File: config.mk
export PLATFORM = sky130hd
export DESIGN_NAME = sap_control_sequencer
export DESIGN_NICKNAME = d
export VERILOG_FILES = /design/src/rtl/sap_control_sequencer.sv
export SDC_FILE = /design/constraint.sdc
export NUM_CORES = 1
export LEC_CHECK = 0
export BUFFER_PORTS_ARGS = -buffer_cell sky130_fd_sc_hd__buf_2
export CAP_MARGIN = 20
export CORE_UTILIZATION = 50
export DETAILED_ROUTE_END_ITERATION = 12
export MAX_ROUTING_LAYER = met4
export PLACE_DENSITY = 0.92
export REMOVE_ABC_BUFFERS = 1
export SLEW_MARGIN = 20
export SYNTH_ARGS = -nofsm -noshare
export SYNTH_HDL_FRONTEND = slang
export SYNTH_SLANG_ARGS = --single-unit
File: constraint.sdc
create_clock -name clk -period 3.7 [get_ports clk]
set_clock_uncertainty 0.15 [all_clocks]
set_input_delay 1.11 -clock clk [delete_from_list [all_inputs] [get_ports clk]]
set_output_delay 1.11 -clock clk [all_outputs]
set_load 0.01 [all_outputs]
File: src/rtl/sap_control_sequencer.sv
// Micro-step sequencer and control-word decoder for the SAP-U bus computer.
// Optional single-step button support is enabled with `define SAP_SINGLE_STEP_EN.
module sap_control_sequencer #(
    parameter int NUM_STEPS = 5,
    parameter bit EARLY_END = 1'b1
) (
    input  logic       clk,
    input  logic       clear,
    input  logic [3:0] opcode,
    input  logic       carry_flag,
    input  logic       zero_flag,
    input  logic       prog_mode,
`ifdef SAP_SINGLE_STEP_EN
    input  logic       single_step,
    input  logic       step_btn,
`endif
    output logic [2:0] step,
    output logic       hlt,
    output logic       mar_load_n,
    output logic       ram_in,
    output logic       ram_out,
    output logic       ir_in,
    output logic       ir_out,
    output logic       a_in,
    output logic       a_out,
    output logic       b_in,
    output logic       alu_out,
    output logic       alu_sub,
    output logic       flags_in,
    output logic       out_in,
    output logic       pc_enable,
    output logic       pc_out,
    output logic       pc_jump
);

    typedef enum logic [3:0] {
        OP_NOP = 4'h0, OP_LDA = 4'h1, OP_ADD = 4'h2, OP_SUB = 4'h3,
        OP_STA = 4'h4, OP_LDI = 4'h5, OP_JMP = 4'h6, OP_JC  = 4'h7,
        OP_JZ  = 4'h8, OP_OUT = 4'hE, OP_HLT = 4'hF
    } opcode_e;

    typedef struct packed {
        logic mar_load;
        logic ram_in;
        logic ram_out;
        logic ir_in;
        logic ir_out;
        logic a_in;
        logic a_out;
        logic b_in;
        logic alu_out;
        logic alu_sub;
        logic flags_in;
        logic out_in;
        logic pc_enable;
        logic pc_out;
        logic pc_jump;
        logic set_halt;
    } ctrl_t;

    logic [2:0] step_q, step_d;
    logic       halted_q, halted_d;
    logic [2:0] last_step;
    logic [2:0] end_step;
    logic       advance;
    ctrl_t      raw, ctrl;

`ifdef SAP_SINGLE_STEP_EN
    logic [1:0] btn_sync_q, btn_sync_d;
    logic       btn_prev_q, btn_prev_d;
    logic       adv_pulse;

    assign btn_sync_d = {btn_sync_q[0], step_btn};
    assign btn_prev_d = btn_sync_q[1];
    assign adv_pulse  = btn_sync_q[1] & ~btn_prev_q;
    assign advance    = ~single_step | adv_pulse;
`else
    assign advance    = 1'b1;
`endif

    always_comb begin
        raw = '0;
        case (step_q)
            3'd0: begin
                raw.pc_out   = 1'b1;
                raw.mar_load = 1'b1;
            end
            3'd1: begin
                raw.ram_out   = 1'b1;
                raw.ir_in     = 1'b1;
                raw.pc_enable = 1'b1;
            end
            3'd2: begin
                case (opcode)
                    OP_LDA, OP_ADD, OP_SUB, OP_STA: begin
                        raw.ir_out   = 1'b1;
                        raw.mar_load = 1'b1;
                    end
                    OP_LDI: begin
                        raw.ir_out = 1'b1;
                        raw.a_in   = 1'b1;
                    end
                    OP_JMP: begin
                        raw.ir_out  = 1'b1;
                        raw.pc_jump = 1'b1;
                    end
                    OP_JC: begin
                        raw.ir_out  = carry_flag;
                        raw.pc_jump = carry_flag;
                    end
                    OP_JZ: begin
                        raw.ir_out  = zero_flag;
                        raw.pc_jump = zero_flag;
                    end
                    OP_OUT: begin
                        raw.a_out  = 1'b1;
                        raw.out_in = 1'b1;
                    end
                    OP_HLT:  raw.set_halt = 1'b1;
                    default: ;
                endcase
            end
            3'd3: begin
                case (opcode)
                    OP_LDA: begin
                        raw.ram_out = 1'b1;
                        raw.a_in    = 1'b1;
                    end
                    OP_ADD, OP_SUB: begin
                        raw.ram_out = 1'b1;
                        raw.b_in    = 1'b1;
                    end
                    OP_STA: begin
                        raw.a_out  = 1'b1;
                        raw.ram_in = 1'b1;
                    end
                    default: ;
                endcase
            end
            3'd4: begin
                if (opcode == OP_ADD || opcode == OP_SUB) begin
                    raw.alu_out  = 1'b1;
                    raw.a_in     = 1'b1;
                    raw.flags_in = 1'b1;
                    raw.alu_sub  = (opcode == OP_SUB);
                end
            end
            default: ;
        endcase
    end

    // Last step that does anything for the current opcode; untaken jumps end after fetch.
    always_comb begin
        last_step = 3'd1;
        case (opcode)
            OP_LDA, OP_STA:                 last_step = 3'd3;
            OP_ADD, OP_SUB:                 last_step = 3'd4;
            OP_LDI, OP_JMP, OP_OUT, OP_HLT: last_step = 3'd2;
            OP_JC:   last_step = carry_flag ? 3'd2 : 3'd1;
            OP_JZ:   last_step = zero_flag  ? 3'd2 : 3'd1;
            default: last_step = 3'd1;
        endcase
    end

    assign end_step = EARLY_END ? last_step : 3'(NUM_STEPS - 1);

    always_comb begin
        ctrl = raw;
`ifdef SAP_SINGLE_STEP_EN
        if (single_step && !adv_pulse) begin
            ctrl.mar_load  = 1'b0;
            ctrl.ram_in    = 1'b0;
            ctrl.ir_in     = 1'b0;
            ctrl.a_in      = 1'b0;
            ctrl.b_in      = 1'b0;
            ctrl.flags_in  = 1'b0;
            ctrl.out_in    = 1'b0;
            ctrl.pc_enable = 1'b0;
            ctrl.pc_jump   = 1'b0;
            ctrl.set_halt  = 1'b0;
        end
`endif
        if (prog_mode || halted_q) begin
            ctrl = '0;
        end
    end

    always_comb begin
        step_d   = step_q;
        halted_d = halted_q;
        if (prog_mode) begin
            step_d = 3'd0;
        end else if (!halted_q && advance) begin
            halted_d = ctrl.set_halt;
            step_d   = (step_q >= end_step) ? 3'd0 : step_q + 3'd1;
        end
    end

    always_ff @(posedge clk or posedge clear) begin
        if (clear) begin
            step_q   <= 3'd0;
            halted_q <= 1'b0;
`ifdef SAP_SINGLE_STEP_EN
            btn_sync_q <= 2'b00;
            btn_prev_q <= 1'b0;
`endif
        end else begin
            step_q   <= step_d;
            halted_q <= halted_d;
`ifdef SAP_SINGLE_STEP_EN
            btn_sync_q <= btn_sync_d;
            btn_prev_q <= btn_prev_d;
`endif
        end
    end

    assign step       = step_q;
    assign hlt        = halted_q;
    assign mar_load_n = ~ctrl.mar_load;
    assign ram_in     = ctrl.ram_in;
    assign ram_out    = ctrl.ram_out;
    assign ir_in      = ctrl.ir_in;
    assign ir_out     = ctrl.ir_out;
    assign a_in       = ctrl.a_in;
    assign a_out      = ctrl.a_out;
    assign b_in       = ctrl.b_in;
    assign alu_out    = ctrl.alu_out;
    assign alu_sub    = ctrl.alu_sub;
    assign flags_in   = ctrl.flags_in;
    assign out_in     = ctrl.out_in;
    assign pc_enable  = ctrl.pc_enable;
    assign pc_out     = ctrl.pc_out;
    assign pc_jump    = ctrl.pc_jump;

endmodule

## Word level (Yosys, flattened, before mapping)

Cells that the tools add are included.

- Register bits after elaboration: 4
- Input port bits: 9
- Output and inout port bits: 19
- Logic and storage cells: 61

- $add $sub $neg: 1
- Magnitude comparators: 1
- Eq/ne operators: 15
- Multiplexer cells: 32
- Bitwise gates (word level): 1
- Reduce and logical (&&, ||, !) cells: 9

Operator list:

| kind | count |
|---|---|
| 4-bit by 3-bit == test with 1-bit output, second input constant | 4 |
| 1-bit two-way mux | 16 |
| 16-bit two-way mux | 1 |
| 3-bit two-way mux | 5 |
| 3-bit case mux with 5 select lines | 1 |
| 4-bit == test, second input constant | 3 |
| 1-bit case mux with 3 select lines | 3 |
| 4-bit by 2-bit == test with 1-bit output, second input constant | 2 |
| 4-bit OR reduction | 2 |
| 3-bit by 2-bit == test with 1-bit output, second input constant | 2 |
| 2-bit two-way mux | 3 |
| 1-bit case mux with 2 select lines | 3 |
| 6-bit OR reduction | 1 |
| 4-bit by 1-bit == test with 1-bit output, second input constant | 1 |
| 2-bit OR reduction | 2 |
| 3-bit by 1-bit adder with 3-bit output, second input constant | 1 |
| 3-bit by 1-bit == test with 1-bit output, second input constant | 1 |
| 3-bit == test, second input constant | 1 |
| 3-bit >= comparator | 1 |
| 3-bit logical NOT | 1 |
| 3-bit OR reduction | 1 |
| 1-bit logical OR | 2 |
| 2-bit != test, second input constant | 1 |
| 1-bit inverter | 1 |

## Logic depth before layout (Yosys ltp)

- Depth after elaboration: 7
- Depth in mapped cells: 10

## Worst setup path before layout

OpenSTA, ideal clock, no wires.

- Path kind: input -> output
- Start: input opcode[1]
- End: output flags_in
- Arrival: 2.115 ns
- Path slack: 0.325 ns
- Cell stages on the path: 6
- Path buffers: 2
- Path through: buf_4 nand2b_1 nor2_1 nand3_1 nor3_1 buf_4

- Longest elaborated chain between the ends: 5

RTL lines:

| item | RTL line | RTL |
|---|---|---|
| from (decl) | 9 | `input logic [3:0] opcode,` |
| 4-bit by 2-bit == test with 1-bit output | 141 | `if (opcode == OP_ADD \|\| opcode == OP_SUB) begin` |
| 1-bit logical OR * | 141 |  |
| 3-bit two-way mux * | 141 |  |
| 3-bit two-way mux * | 83 | `case (step_q)` |
| 16-bit two-way mux * | 183 | `if (prog_mode \|\| halted_q) begin` |
| to (decl) | 29 | `output logic flags_in,` |

Mark *: on every way between the ends. The rest lies on a longest branch, timed or not.

## Worst setup path after layout

- Start: input opcode[3]
- End: output a_in

- Longest elaborated chain between the ends: 5

RTL lines:

| item | RTL line | RTL |
|---|---|---|
| 4-bit by 2-bit == test with 1-bit output | 141 |  |
| 1-bit logical OR | 141 |  |
| 1-bit two-way mux | 141 |  |
| 1-bit case mux with 3 select lines * | 83 |  |
| 16-bit two-way mux * | 183 |  |
| to (decl) | 24 | `output logic a_in,` |

Marked as above.

==> key figures <==
STA
  – Setup-failing EPs final: 0
  – Fmax: 286 MHz
  – Hold Fails Final Rpt: 0
  – Unrepaired setup endpoints after global routing: false
  – Slew Viols, Final: 0
  – Setup TNS: 0 ps
  – Worst-Margin Slew: 429 ps
  – Min setup slack post-route: 200 ps
  – Tmin final: 3500 ps
  – Slew HR: 0.714
  – Tcrit/Tclk final: 0.946
  – Fin Hold WS: 469 ps

Finish
  – ANT cells: 0
  – Layout net count: 135
  – Area grow syn2layout: 18.7%
  – Register area: 100 um2
  – Post-route cell area: 818 um2
  – FILL cells: 125
  – Share of post-route cells with drive strength above 1: 0.362
  – Area of the multi-input gates: 500 um2

Synthesis
  – Library cells used by synthesis: 36
  – #FFs+latches synth: 4
  – Ys Warns: 0
  – Asr flop ratio synth: 1.00
  – Largest cells by area after synthesis: dfrtp_1, ha_1, nand2_1, a21oi_1, inv_1
  – Synth area leader: dfrtp_1
  – EDFF count, synth: 0
  – Post-synth top area share: 0.145
  – Cells after Synth: 93
  – Post-synthesis sequential area ratio: 0.145
  – Mapped Area: 689 um2
  – Post-synth top flop: dfrtp_1
  – Synth Area per Inst: 7.41 um2

Power
  – Max VDD drop: 0.243 mV
  – Leak: 0.422 nW
  – Total Power: 317 uW
  – PwrDens: 388 mW/mm2

Setup path
  – CP Capture Type: output pin
  – Crit-path max FO: 11
  – Worst EP arrival: 2240 ps
  – Startpoint types: primary input
  – CP Buf/Inv Count: 2
  – Critical path's slowest cell: a2111oi_2
  – WP data required: 2440 ps
  – Critical path type: in2out
  – Cell Chain, Critical Path: buf_2, nand2b_1, nor2_1, nand3_1, a2111oi_2, buf_2
  – CP max stage delay: 310 ps
  – Most used cell, CP: buf_2
  – Crit path max-delay family: simple AND/OR/NAND/NOR gates

Global route
  – Antenna violations before repair: 0
  – GRT Util Overall: 0.234
  – Largest net degree at the start of global routing: 15
  – Number of global-route vias before repair: 579
  – GRT Residual Overflow: 0
  – First-pass GRT wire length: 2470 um

Die
  – DIE WIDTH: 39.1 um
  – Die area: 0.00153 mm2
  – Die Y-Extent: 39.1 um
  – CORE AREA: 0.00128 mm2
  – Initial Utilization: 0.537
  – Top Ports: 28
  – Site Rows: 13

Place
  – Port bufs: 27
  – Gpl congestion: 0.777
  – HPWL Detailed: 1280 um
  – Pre-CTS setup slack: 205 ps
  – Area after DPL: 796 um2

Run
  – MaxCap Viol Count: 0

Clocking
  – Clock sink count: 4
  – # hold bufs at CTS: 0
  – Post-cts resize count: 0
  – H-tree depth: 1
  – CTS Buf Count: 3
  – Max Buffers Root-to-Sink: 2
  – # Post-CTS Setup Buffers: 0
  – Reg clk slew, reported paths: 40 ps
  – Root buffer cell: clkbuf_4
  – Clock Latency Late Sink: 230 ps
  – CTS tree: done

Outcome
  – Status: finished clean

Route
  – Starting DRT DRC Count: 16
  – Via-to-Cell Ratio: 5.61
  – Drt first pass iters: 4
  – DRT antenna net count: 0
  – Number of remaining DRC errors: 0
  – Final wirelength: 1630 um
  – Via count: 735
  – WL/cell: 12.4 um

Worst hold path
  – Worst min path class: reg2reg
## cells in the final DEF, fill, tap and decap left out, drive strengths merged
cell type and instances:
nand2 12, inv 9, or3b 2, a31oi 1
a31o 1, o2111ai 1, nor4b 1, nor3b 3
nor2 8, ha 8, buf 28, a2111oi 1
nor2b 2, and2 2, and3 1, dfrtp 4
nor4 2, xnor2 1, o2111a 1, nand3 2
nor3 4, mux2 1, o21ai 5, or3 2
o41ai 1, nand2b 1, clkbuf 3, a21oi 7
a211oi 2
## per-layer routing
metal / up-vias / routed length, um / GRT usage
li1: 371 / - / -
met1: 336 / 727 / 0.319
met2: 28 / 811 / 0.379
met3: 0 / 87 / 0.0173
met4: 0 / 0 / 0.0431
met5: - / 0 / -
## flip-flops by register name, summed over array words and instances (netlist names)
register,flops
step,3
hlt,1
## path summary, 6_finish.rpt
check,slack [ps],end,from,depth (start not counted)
worst max-delay path,200,a_in,opcode[3],6
worst min-delay path,470,step[0],step[0],2
worst max register to register,1730,step[1],step[2],5
worst min register to register,470,step[0],step[0],2
max in group asynchronous,2660,step[0],clear,2
min in group asynchronous,600,hlt,clear,2
## Yosys cell counts (all sizes together) (2+ instances only)
library cell	instances
or3	2
nor3	4
nor2b	2
nand2	12
o21ai	5
a211oi	2
nand3	2
and2	2
inv	9
ha	8
nor4	2
a21oi	7
nor3b	3
nor2	8
buf	7
or3b	2
dfrtp	4
## worst register-to-register path: stages, from the launching register on
cell     delay (ps)
dfrtp_1         460
ha_1            350
a21oi_1         140
o21ai_0         140
or3b_2          490
a21oi_1         160
## area by class of cell
cell class              instances  share of cell area
well taps                      15              0.0229
clock buffers                   3              0.0275
repair buffers                 28               0.174
inverters                       9              0.0413
flip-flops and latches          4               0.122
multi-input cells              72               0.612
## where the power goes
group	internal, mW	switching, mW	leakage (nW)
Sequential	0.0557	0.0295	0.0543
Combinational	0.0814	0.0972	0.354
Clock	0.0362	0.0169	0.0138
Total	0.173	0.144	0.422
## cells by family after synthesis
group	count (synthesis)	synth area share
compound gates	20	0.205
xor+xnor	1	0.0127
fa+ha+maj	8	0.145
buf+inv	17	0.129
flops	4	0.145
mux	1	0.0163
simple gates	42	0.347
## through the flow
step | utilization | cells
6_report | 0.637 | 131
5_1_grt | 0.637 | 131
4_1_cts | 0.637 | 131
3_5_place_dp | 0.619 | 128
3_3_place_gp | 0.619 | 128
2_1_floorplan | - | 85
Power figures use the tool's default switching activity.
